File: config.mk
export PLATFORM = sky130hd
export DESIGN_NAME = decoder_1hot_3to8_seq
export DESIGN_NICKNAME = d
export VERILOG_FILES = /design/src/rtl/decoder_1hot_3to8_seq.sv
export SDC_FILE = /design/constraint.sdc
export NUM_CORES = 1
export LEC_CHECK = 0
export CORE_ASPECT_RATIO = 1.25
export CORE_MARGIN = 3
export CORE_UTILIZATION = 52
export DETAILED_ROUTE_END_ITERATION = 7
export GPL_ROUTABILITY_DRIVEN = 1
export PLACE_DENSITY = 0.88
export SYNTH_ARGS = -nofsm -noshare
export SYNTH_HDL_FRONTEND = slang
export SYNTH_SLANG_ARGS = --single-unit
File: constraint.sdc
create_clock -name clk -period 4.3 [get_ports clk]
set_input_delay 0.86 -clock clk [delete_from_list [all_inputs] [get_ports clk]]
set_output_delay 0.86 -clock clk [all_outputs]
set_load 0.05 [all_outputs]
File: src/rtl/decoder_1hot_3to8_seq.sv
// 3-to-8 one-hot decoder with a registered valid/ready output stage and a
// free-running sweep mode that walks a single set bit across all 8 positions.
module decoder_1hot_3to8_seq (
    input  logic       clk,
    input  logic       reset,
    input  logic       in_valid,
    input  logic [2:0] in_code,
    output logic       in_ready,
    input  logic       out_ready,
    output logic       out_valid,
    output logic [7:0] out_onehot,
    input  logic       scan,
    input  logic [3:0] dwell,
    output logic       sweep_done
);

    localparam logic [1:0] IDLE = 2'd0;
    localparam logic [1:0] FULL = 2'd1;
    localparam logic [1:0] SCAN = 2'd2;

    logic [1:0] state;
    logic [3:0] dwell_cnt;
    logic       xfer_in;
    logic       step_end;
    logic [7:0] code_word;

    // A pending scan request blocks new words so FULL can drain into IDLE first.
    assign in_ready  = !reset && !scan && (state != SCAN) && (!out_valid || out_ready);
    assign xfer_in   = in_valid && in_ready;
    assign step_end  = (dwell_cnt == dwell);
    assign code_word = 8'h01 << in_code;

    always_ff @(posedge clk) begin
        if (reset) begin
            state      <= IDLE;
            out_valid  <= 1'b0;
            out_onehot <= '0;
            sweep_done <= 1'b0;
            dwell_cnt  <= '0;
        end else begin
            sweep_done <= 1'b0;
            case (state)
                IDLE: begin
                    if (scan) begin
                        state      <= SCAN;
                        out_valid  <= 1'b1;
                        out_onehot <= 8'h01;
                        dwell_cnt  <= '0;
                    end else if (xfer_in) begin
                        state      <= FULL;
                        out_valid  <= 1'b1;
                        out_onehot <= code_word;
                    end
                end
                FULL: begin
                    if (xfer_in) begin
                        out_onehot <= code_word;
                    end else if (out_ready) begin
                        state      <= IDLE;
                        out_valid  <= 1'b0;
                        out_onehot <= '0;
                    end
                end
                SCAN: begin
                    if (step_end) begin
                        dwell_cnt <= '0;
                        if (out_onehot[7]) begin
                            // Exit is only considered at the end of a full sweep.
                            sweep_done <= 1'b1;
                            if (scan) begin
                                out_onehot <= 8'h01;
                            end else begin
                                state      <= IDLE;
                                out_valid  <= 1'b0;
                                out_onehot <= '0;
                            end
                        end else begin
                            out_onehot <= {out_onehot[6:0], out_onehot[7]};
                        end
                    end else begin
                        dwell_cnt <= dwell_cnt + 4'd1;
                    end
                end
                default: begin
                    state      <= IDLE;
                    out_valid  <= 1'b0;
                    out_onehot <= '0;
                    dwell_cnt  <= '0;
                end
            endcase
        end
    end

endmodule

==> results of run 1 <==
[cell usage after synthesis (all sizes together) (2+ instances only)]
cell	instances
buf	4
nor4b	2
dfxtp	16
nand2b	2
o21ai	2
a21oi	6
a21o	2
nor4	2
nor2b	3
nand2	4
o211a	2
nor2	8
nor3	2
a32oi	7
o22ai	9
xor2	6
and3	4
inv	11
[cell families (layout without fill, tap and decap cells)]
family,count (synthesis),in the layout,share of synthesized area (%)
adders and majority gates,1,1,1.285
muxes,1,1,1.028
buffers and inverters,16,37,7.326
DFF,16,16,32.91
xor gates and xnor gates,7,7,6.298
and+or+nand+nor,30,30,18.12
AOI/OAI and AO/OA,37,37,33.03
[power breakdown]
part           total (uW)  switching [uW]  internal, uW  leakage [uW]
sequential            164            9.18           154      0.000130
combinational        93.8            53.9          39.9      0.000298
clock                99.3            47.8          51.5     0.0000210
[final timing paths]
| path | from | to | slack, ps | depth (start not counted) |
|---|---|---|---|---|
| worst max-delay path | scan | in_ready | 770 | 4 |
| worst min-delay path | out_onehot[5]$_SDFFE_PP0P_ | out_onehot[5]$_SDFFE_PP0P_ | 500 | 2 |
| worst min register to register | out_onehot[5]$_SDFFE_PP0P_ | out_onehot[5]$_SDFFE_PP0P_ | 500 | 2 |
| worst max register to register | state[1]$_SDFFE_PP0P_ | out_onehot[3]$_SDFFE_PP0P_ | 2660 | 4 |
[final cells by class]
class,instances,area share [%]
inverters,11,3.378
flip-flops and latches,16,26.20
multi-input cells,76,47.59
well taps,18,1.842
clock buffers,4,2.968
repair buffers,22,18.01
[layout by cell type, fill, tap and decap left out, types with 2 or more instances in the layout]
master	netlist	layout
clkdlybuf4s50_1	0	22
dfxtp_1	16	16
inv_1	11	11
nor2_1	8	8
o22ai_1	8	8
a32oi_1	7	7
a21oi_1	6	6
xor2_1	6	6
and3_1	4	4
nand2_1	4	4
clkbuf_4	0	3
nand2b_1	2	2
o211a_1	2	2
nor2b_1	2	2
nor4b_1	2	2
nor3_1	2	2
[registers in the layout, indices dropped and copies added (netlist names)]
name and cells:
state 2, dwell_cnt 4, out_onehot 8, sweep_done 1, out_valid 1
[metal layers]
| metal | up-vias | GRT usage [%] | wire (um) |
|---|---|---|---|
| met2 | 34 | 39.71 | 1218 |
| met4 | 0 | 6.533 | 8 |
| met3 | 2 | 3.947 | 150 |
| met1 | 429 | 22.33 | 898 |
| met5 | - | 0 | 0 |
| li1 | 448 | - | - |
[tightest hold or removal path: cells and delay by family (launching register included)]
kind,cells,cell delay [ps]
buffers and inverters,1,50
AO/OA/AOI/OAI,1,70
flip-flops,1,330
[per-stage QoR]
| step | std cells | hold WS [ps] |
|---|---|---|
| after floorplan | 108 | 498.4 |
| after global placement | 143 | 477.7 |
| after detailed placement | 143 | 482.4 |
| after CTS | 147 | 498.8 |
| after global routing | 147 | 536.6 |
| final | 147 | 499.2 |
==> summary.md, run 1 <==
| Metric | Value |
|---|---|
| IO Pins | `23` |
| Slew Limit Fails | `0` |
| Slew @ Worst Pin | `544.5 ps` |
| RSZ-0062 raised after global routing | `no` |
| Final-report setup violation count | `0` |
| First-pass GRT wire length | `3.739 mm` |
| Area of the multi-input gates | `581.8 sq um` |
| Top-area cell type share of the netlist area | `32.90%` |
| Async set-reset flop share out of synthesis | `0%` |
| Max-cap violation count | `0` |
| Register Area | `320.3 sq um` |
| Die X | `44.70 um` |
| Top cells by area, synth | `dfxtp_1, a32oi_1, xor2_1, o22ai_1, inv_1` |
| Via-per-instance ratio | `6.211` |
| Post-placement cell area | `1186 sq um` |
| Gr ovfl total | `0` |
| Slowest CP cell | `clkdlybuf4s50_1` |
| Worst-path clk slew | `90 ps` |
| Overall Global Routing Usage | `20.71%` |
| Routed length per instance | `15.48 um` |
| Net count after synthesis | `121` |
| Crit share post-route | `82.10%` |
| Final HPWL DP | `1.738 mm` |
| Slowest cell delay on critical path | `790 ps` |
| Buffers on Ports | `22` |
| Final ANT Viol Nets | `0` |
| Most common cell on crit path | `clkdlybuf4s50_1` |
| Share of post-route cells with drive strength above 1 | `9.302%` |
| Final Core Density | `73.57%` |
| Worst skew pair latency | `290 ps` |
| Pre-Repair DR Iteration Count | `4` |
| Die Ht | `54.38 um` |
| Final period demand of the worst path | `3530 ps` |
| Initial DRC Count | `22` |
| Synth area leader | `dfxtp_1` |
| Critical Path AT | `2670 ps` |
| Total power | `356.7 uW` |
| Via count | `913` |
| Seq cells post-synth | `16` |
| Synth warn | `0` |
| Filler cell count | `134` |
| Post-cts sizing count | `0` |
| CP Class | `input port to output pin` |
| Critical path startpoint category | `input port` |
| CTS buffer count | `3` |
| Final Skew | `3.980 ps` |
| Crit end category | `output pin` |
| Area delta synth->final | `25.58%` |
| Leakage | `0.0004488 uW` |
| Setup bufs post-CTS | `0` |
| Buf/Inv on CP | `2` |
| Largest net degree at the start of global routing | `19` |
| Nets | `143` |
| Status | `completed` |
| Netlist cell types | `40` |
| Number of global-route vias before repair | `902` |
| Clk Tree Root Cell | `clkbuf_4` |
| CTS H-tree depth | `1` |
| Core area | `1662 sq um` |
| Rel. slew slack | `63.65%` |
| CTS tree | `built` |
| Clock buffer depth | `2` |
| Worst slack, placed | `793.3 ps` |
| CP max FO | `13` |
| Fmax | `283.3 MHz` |
| Row cnt | `16` |
| Dominant synthesized flop cell | `dfxtp_1` |
| Total Wirelength | `2.275 mm` |
| Mapped Area | `973.4 sq um` |
| Routability cong. | `0.8637` |
| Synth Area per Inst | `9.013 sq um` |
| Cell count after synthesis | `108` |
| Total Neg Setup Slack | `0 ps` |
| Sequential area share after synthesis | `32.90%` |
| Design area | `1222 sq um` |
| Crit path max-delay family | `buffers and inverters` |
| EDFF count, synth | `0` |
| Clk sinks | `16` |
| CP Cell Sequence | `clkdlybuf4s50_1 > nor2_1 > and3_1 > clkdlybuf4s50_1` |
| N_diodes | `0` |
| Min-delay worst type | `flop to flop` |
| Data required, critical path | `3440 ps` |
| PwrDens | `291.8 nW/um^2` |
| Setup slack after layout | `769.8 ps` |
| Peak supply drop | `0.1853 mV` |
| Initial antenna violation count | `0` |
| Die ar. | `2431 sq um` |
| Post-cts hold buffer count | `0` |
| # DRC | `0` |
| Final Hold Viols | `0` |
| Initial Util | `58.58%` |
Power figures use the tool's default switching activity.
==> run 2, diff against run 1 <==
--- a/config.mk
+++ b/config.mk
@@ -7,10 +7,10 @@
 export LEC_CHECK = 0
 export CORE_ASPECT_RATIO = 1.25
 export CORE_MARGIN = 3
-export CORE_UTILIZATION = 52
+export CORE_UTILIZATION = 48
 export DETAILED_ROUTE_END_ITERATION = 7
 export GPL_ROUTABILITY_DRIVEN = 1
-export PLACE_DENSITY = 0.88
+export PLACE_DENSITY = 0.82
 export SYNTH_ARGS = -nofsm -noshare
 export SYNTH_HDL_FRONTEND = slang
 export SYNTH_SLANG_ARGS = --single-unit
==> constraint.sdc (replaced) <==
create_clock -name clk -period 3.25 [get_ports clk]
set_input_delay 0.65 -clock clk [delete_from_list [all_inputs] [get_ports clk]]
set_output_delay 0.65 -clock clk [all_outputs]
set_load 0.05 [all_outputs]
==> summary.md, run 2 (synthesized netlist as in run 1, its figures left out) <==
| Metric | Value |
|---|---|
| Crit share post-route | `76.80%` |
| Largest net degree at the start of global routing | `19 (unchanged)` |
| Worst flop-to-flop path startpoint | `state[1]$_SDFFE_PP0P_` |
| Row cnt | `17 (+1)` |
| Clk sinks | `16 (unchanged)` |
| Final Core Density | `65.25% (-8.3 points)` |
| Peak supply drop | `0.2077 mV (+12%)` |
| Final period demand of the worst path | `2496 ps` |
| Max FFs per register | `8 (unchanged)` |
| Initial DRC Count | `19 (-14%)` |
| Routability cong. | `0.8022 (-7.1%)` |
| CP Class | `input port to output pin` |
| N_diodes | `0 (unchanged)` |
| Via-per-instance ratio | `6.170 (-0.66%)` |
| Switching share of power | `32.26% (+1.2 points)` |
| Area delta synth->final | `24.04%` |
| Hold Crit Endpoint | `out_onehot[2]$_SDFFE_PP0P_` |
| Grt met1 use | `23.00% (+0.67 points)` |
| RSZ-0062 raised after global routing | `no` |
| Max-cap violation count | `0 (unchanged)` |
| Design area | `1207 sq um (-1.2%)` |
| Post-cts hold buffer count | `0 (unchanged)` |
| Critical Path AT | `1850 ps (-820 ps)` |
| Largest regs | `out_onehot (8), dwell_cnt (4), state (2)` |
| Data required, critical path | `2600 ps (-840 ps)` |
| Slew Limit Fails | `0 (unchanged)` |
| Total Neg Setup Slack | `0 ps (unchanged)` |
| Final Skew | `0.3227 ps (-3.657 ps)` |
| Critical path startpoint category | `input port` |
| Hold Path Origin | `out_onehot[2]$_SDFFE_PP0P_` |
| Fmax | `400.6 MHz` |
| Die Ht | `56.35 um (+3.6%)` |
| Nets | `143 (unchanged)` |
| Reg2Reg Capture Point | `out_onehot[3]$_SDFFE_PP0P_` |
| Routing usage on met2 | `26.18% (-14 points)` |
| Crit end category | `output pin` |
| First-pass GRT wire length | `3.443 mm (-7.9%)` |
| Leading cell type in the layout, fill and taps excluded | `clkdlybuf4s50_1` |
| Die X | `46.28 um (+3.5%)` |
| Reg-to-reg slack, setup | `1610 ps (-1050 ps)` |
| Min-delay worst type | `flop to flop` |
| Gr ovfl total | `0 (unchanged)` |
| Clock buffer depth | `2 (unchanged)` |
| IO Pins | `23 (unchanged)` |
| Setup bufs post-CTS | `0 (unchanged)` |
| Rel. slew slack | `62.81% (-0.84 points)` |
| Worst slack, placed | `778.1 ps (-15.25 ps)` |
| Status | `completed` |
| CP max FO | `13 (unchanged)` |
| Share of post-route cells with drive strength above 1 | `9.375% (+0.073 points)` |
| Highest-count cells in the layout ignoring fill and taps | `clkdlybuf4s50_1, dfxtp_1, inv_1` |
| Final-report setup violation count | `0 (unchanged)` |
| Clk Tree Root Cell | `clkbuf_4` |
| PwrDens | `366.5 nW/um^2 (+26%)` |
| Clock power frac | `23.4% (-4.4 points)` |
| Initial antenna violation count | `0 (unchanged)` |
| Via count | `907 (-0.66%)` |
| Sw Pwr | `142.7 uW (+29%)` |
| Overall Global Routing Usage | `17.54% (-3.2 points)` |
| GR Util met3 | `2.564% (-1.4 points)` |
| Total power | `442.5 uW (+24%)` |
| Routed length per instance | `14.80 um (-4.4%)` |
| # DRC | `0 (unchanged)` |
| Cell Int Power | `299.7 uW (+22%)` |
| Buffers on Ports | `22 (unchanged)` |
| Number of global-route vias before repair | `791 (-12%)` |
| Worst-case reg-to-reg path depth | `4 (unchanged)` |
| CTS H-tree depth | `1 (unchanged)` |
| Post-placement cell area | `1185 sq um (-0.11%)` |
| Filler cell count | `170 (+27%)` |
| Core area | `1851 sq um (+11%)` |
| Final Hold Viols | `0 (unchanged)` |
| Top reg by flops | `out_onehot` |
| CTS buffer count | `3 (unchanged)` |
| Hold path cells | `2 (unchanged)` |
| Worst skew pair latency | `280 ps (about the same)` |
| Slew @ Worst Pin | `557.1 ps (+12.58 ps)` |
| Post-cts sizing count | `0 (unchanged)` |
| Setup slack after layout | `753.9 ps (-15.92 ps)` |
| Leakage | `0.0004434 uW (-1.2%)` |
| Total Wirelength | `2.175 mm (-4.4%)` |
| Final ANT Viol Nets | `0 (unchanged)` |
| CTS tree | `built` |
| Final HPWL DP | `1.621 mm (-6.8%)` |
| Layer carrying the most global-route usage | `met2` |
| Comb power frac | `27.5% (+1.2 points)` |
| Initial Util | `52.60% (-6.0 points)` |
| Pre-Repair DR Iteration Count | `4 (unchanged)` |
| Seq pwr share | `49.1% (+3.2 points)` |
| Die ar. | `2608 sq um (+7.3%)` |
| Worst-path clk slew | `90 ps (about the same)` |
## run 2: power by group through the flow
stage	Clock [uW]	Combinational (uW)	Sequential, uW
final	104	122	217
after global routing	114	132	218
after CTS	107	123	217
after detailed placement	0	122	221
after global placement	0	120	221
after floorplan	0	73.3	232
## run 2: through the flow
stage / hold WS, ps / instances
2_1_floorplan: 498.4 / 108
3_3_place_gp: 476.7 / 144
3_5_place_dp: 482.9 / 144
4_1_cts: 498.8 / 147
5_1_grt: 520.2 / 147
6_report: 497.3 / 147
## run 2: area by class of cell
class                           instances  area (sq um)  area share [%]
Tap cell                               19         23.77           1.969
Inverter                               11         41.29           3.420
Clock buffer                            3         22.52           1.865
Sequential cell                        16         320.3           26.53
Multi-Input combinational cell         76         581.8           48.19
Timing Repair Buffer                   22         217.7           18.03
## run 2: how the worst max path moves through the flow
| stage | slack (ps) | endpoint | from | depth (start not counted) |
|---|---|---|---|---|
| final | 750 | in_ready | scan | 4 |
| after global routing | 670 | in_ready | scan | 4 |
| after CTS | 760 | in_ready | scan | 4 |
| after detailed placement | 780 | in_ready | scan | 4 |
| after global placement | 810 | in_ready | out_ready | 4 |
| after floorplan | 1230 | in_ready | reset | 3 |
## run 2: routing by layer
layer	vias up	wire length [um]
li1	447	-
met1	422	912
met2	31	1091
met3	7	110
met4	0	61
met5	-	0
## run 2: worst max-delay path: stages
cell and delay (ps):
clkdlybuf4s50_1 720, nor2_1 100, and3_1 190, buf_4 180
==> run 3, diff against run 2 <==
==> constraint.sdc (replaced) <==
create_clock -name clk -period 2.55 [get_ports clk]
set_input_delay 0.51 -clock clk [delete_from_list [all_inputs] [get_ports clk]]
set_output_delay 0.51 -clock clk [all_outputs]
set_load 0.05 [all_outputs]
==> summary.md, run 3 (synthesized netlist as in run 1, its figures left out) <==
| Metric | Value |
|---|---|
| Routed length per instance | `14.91 um (+0.79%)` |
| Max-cap violation count | `0 (unchanged)` |
| Hold Path Origin | `out_onehot[4]$_SDFFE_PP0P_` |
| Final HPWL DP | `1.683 mm (+3.9%)` |
| Critical path startpoint category | `input port` |
| Via count | `917 (+1.1%)` |
| Clock buffer depth | `2 (unchanged)` |
| Hold path cells | `2 (unchanged)` |
| Min-delay worst type | `flop to flop` |
| IO Pins | `23 (unchanged)` |
| CP Class | `input port to output pin` |
| Buf/Inv on CP | `2 (unchanged)` |
| Initial antenna violation count | `0 (unchanged)` |
| Leading cell type in the layout, fill and taps excluded | `clkdlybuf4s50_1` |
| N_diodes | `0 (unchanged)` |
| Largest regs | `out_onehot (8), dwell_cnt (4), state (2)` |
| Final Hold Viols | `0 (unchanged)` |
| # DRC | `0 (unchanged)` |
| Initial Util | `52.60% (unchanged)` |
| Hold WS | `495.0 ps (-2.318 ps)` |
| CTS H-tree depth | `1 (unchanged)` |
| Final Skew | `0.5985 ps (+0.2759 ps)` |
| Worst flop-to-flop path startpoint | `state[1]$_SDFFE_PP0P_` |
| Slowest cell delay on critical path | `510 ps (-210 ps)` |
| Slowest CP cell | `clkdlybuf4s50_1` |
| Rel. slew slack | `63.81% (+0.99 points)` |
| Total Neg Setup Slack | `0 ps (unchanged)` |
| Largest net degree at the start of global routing | `19 (unchanged)` |
| Final Core Density | `67.07% (+1.8 points)` |
| Leakage | `0.0004586 uW (+3.4%)` |
| Slew @ Worst Pin | `542.2 ps (-14.90 ps)` |
| Routability cong. | `0.8911 (+11%)` |
| Status | `completed` |
| Slew Limit Fails | `0 (unchanged)` |
| CP Cell Sequence | `clkdlybuf4s50_1 > nand2b_1 > and3_1 > buf_12` |
| Row cnt | `17 (unchanged)` |
| Buffers on Ports | `22 (unchanged)` |
| Gr ovfl total | `0 (unchanged)` |
| Crit end category | `output pin` |
| Filler cell count | `163 (-4.1%)` |
| Highest-count cells in the layout ignoring fill and taps | `clkdlybuf4s50_1, dfxtp_1, inv_1` |
| Max FFs per register | `8 (unchanged)` |
| Pre-Repair DR Iteration Count | `4 (unchanged)` |
| CTS buffer count | `3 (unchanged)` |
| Crit path from | `out_ready` |
| Peak supply drop | `0.3485 mV (+68%)` |
| WP depth | `4 (unchanged)` |
| Overall Global Routing Usage | `18.04% (+0.49 points)` |
| Core area | `1851 sq um (unchanged)` |
| Via-per-instance ratio | `6.154 (-0.25%)` |
| Final ANT Viol Nets | `0 (unchanged)` |
| CP max FO | `6 (-7)` |
| Fmax | `463.6 MHz` |
| PwrDens | `494.3 nW/um^2 (+35%)` |
| Die X | `46.28 um (unchanged)` |
| Clk sinks | `16 (unchanged)` |
| Total Wirelength | `2.222 mm (+2.2%)` |
| Number of global-route vias before repair | `869 (+9.9%)` |
| Post-cts sizing count | `0 (unchanged)` |
| Area delta synth->final | `27.51%` |
| Worst-case reg-to-reg path depth | `4 (unchanged)` |
| Post-cts hold buffer count | `0 (unchanged)` |
| Final period demand of the worst path | `2157 ps` |
| Worst-path clk slew | `100 ps (about the same)` |
| Clk Tree Root Cell | `clkbuf_4` |
| Die Ht | `56.35 um (unchanged)` |
| Top reg by flops | `out_onehot` |
| Data required, critical path | `2040 ps (-560 ps)` |
| First-pass GRT wire length | `3.650 mm (+6.0%)` |
| Initial DRC Count | `17 (-2)` |
| Reg-to-reg slack, setup | `890 ps (-720 ps)` |
| Reg2Reg Capture Point | `out_onehot[2]$_SDFFE_PP0P_` |
| CTS tree | `built` |
| Setup bufs post-CTS | `0 (unchanged)` |
| Critical Path AT | `1650 ps (-200 ps)` |
| Crit path max-delay family | `buffers and inverters` |
| Share of post-route cells with drive strength above 1 | `10.77% (+1.4 points)` |
| RSZ-0062 raised after global routing | `no` |
| Hold Crit Endpoint | `out_onehot[4]$_SDFFE_PP0P_` |
| Die ar. | `2608 sq um (unchanged)` |
| Final-report setup violation count | `0 (unchanged)` |
| Crit share post-route | `84.60%` |
| Nets | `144 (+0.70%)` |
| Worst skew pair latency | `290 ps (about the same)` |
[run 3: changes by cell type in the layout (fill, tap and decap cells not counted)]
cell	previous run	this run
buf_12	0	1
clkbuf_8	0	1
[run 3: worst register-to-register path, stage by stage (launching register included)]
cell,delay [ps]
dfxtp_1,680
nor2b_1,330
nand2_1,140
o32a_4,290
o22ai_1,160
[run 3: worst max-delay path by stage]
stage / to
after floorplan: in_ready
after global placement: in_ready
after detailed placement: out_onehot[4]$_SDFFE_PP0P_
after CTS: in_ready
after global routing: in_ready
final: in_ready
[run 3: power breakdown]
group / switching, uW / internal, uW
logic: 91.4 / 70.4
registers: 15.8 / 260
clock network: 88.4 / 87.1
total: 196 / 418
[run 3: layout make-up]
type | instances | area [sq um] | share of cell area, %
inverters | 11 | 41.29 | 3.327
flip-flops and latches | 16 | 320.3 | 25.81
clock buffers | 4 | 36.28 | 2.923
well taps | 19 | 23.77 | 1.915
multi-input cells | 76 | 581.8 | 46.88
repair buffers | 23 | 237.7 | 19.15
[run 3: per-stage QoR]
step | total power (uW) | instances | worst slack, ps | cell area [sq um]
final | 613.5 | 149 | 392.8 | 1241
after global routing | 636.2 | 149 | 337.5 | 1241
after CTS | 617.6 | 149 | 394.1 | 1241
after detailed placement | 443.7 | 145 | 380.9 | 1205
after global placement | 439.7 | 145 | 382.1 | 1205
after floorplan | 388.8 | 108 | 812.9 | 973.4
[run 3: per-layer routing]
| metal | GRT usage (%) | wire (um) | vias to the layer above |
|---|---|---|---|
| met5 | 0 | 0 | - |
| met4 | 9.350 | 65 | 0 |
| met3 | 2.885 | 139 | 9 |
| met2 | 27.95 | 1072 | 39 |
| met1 | 23.00 | 944 | 421 |
| li1 | - | - | 448 |
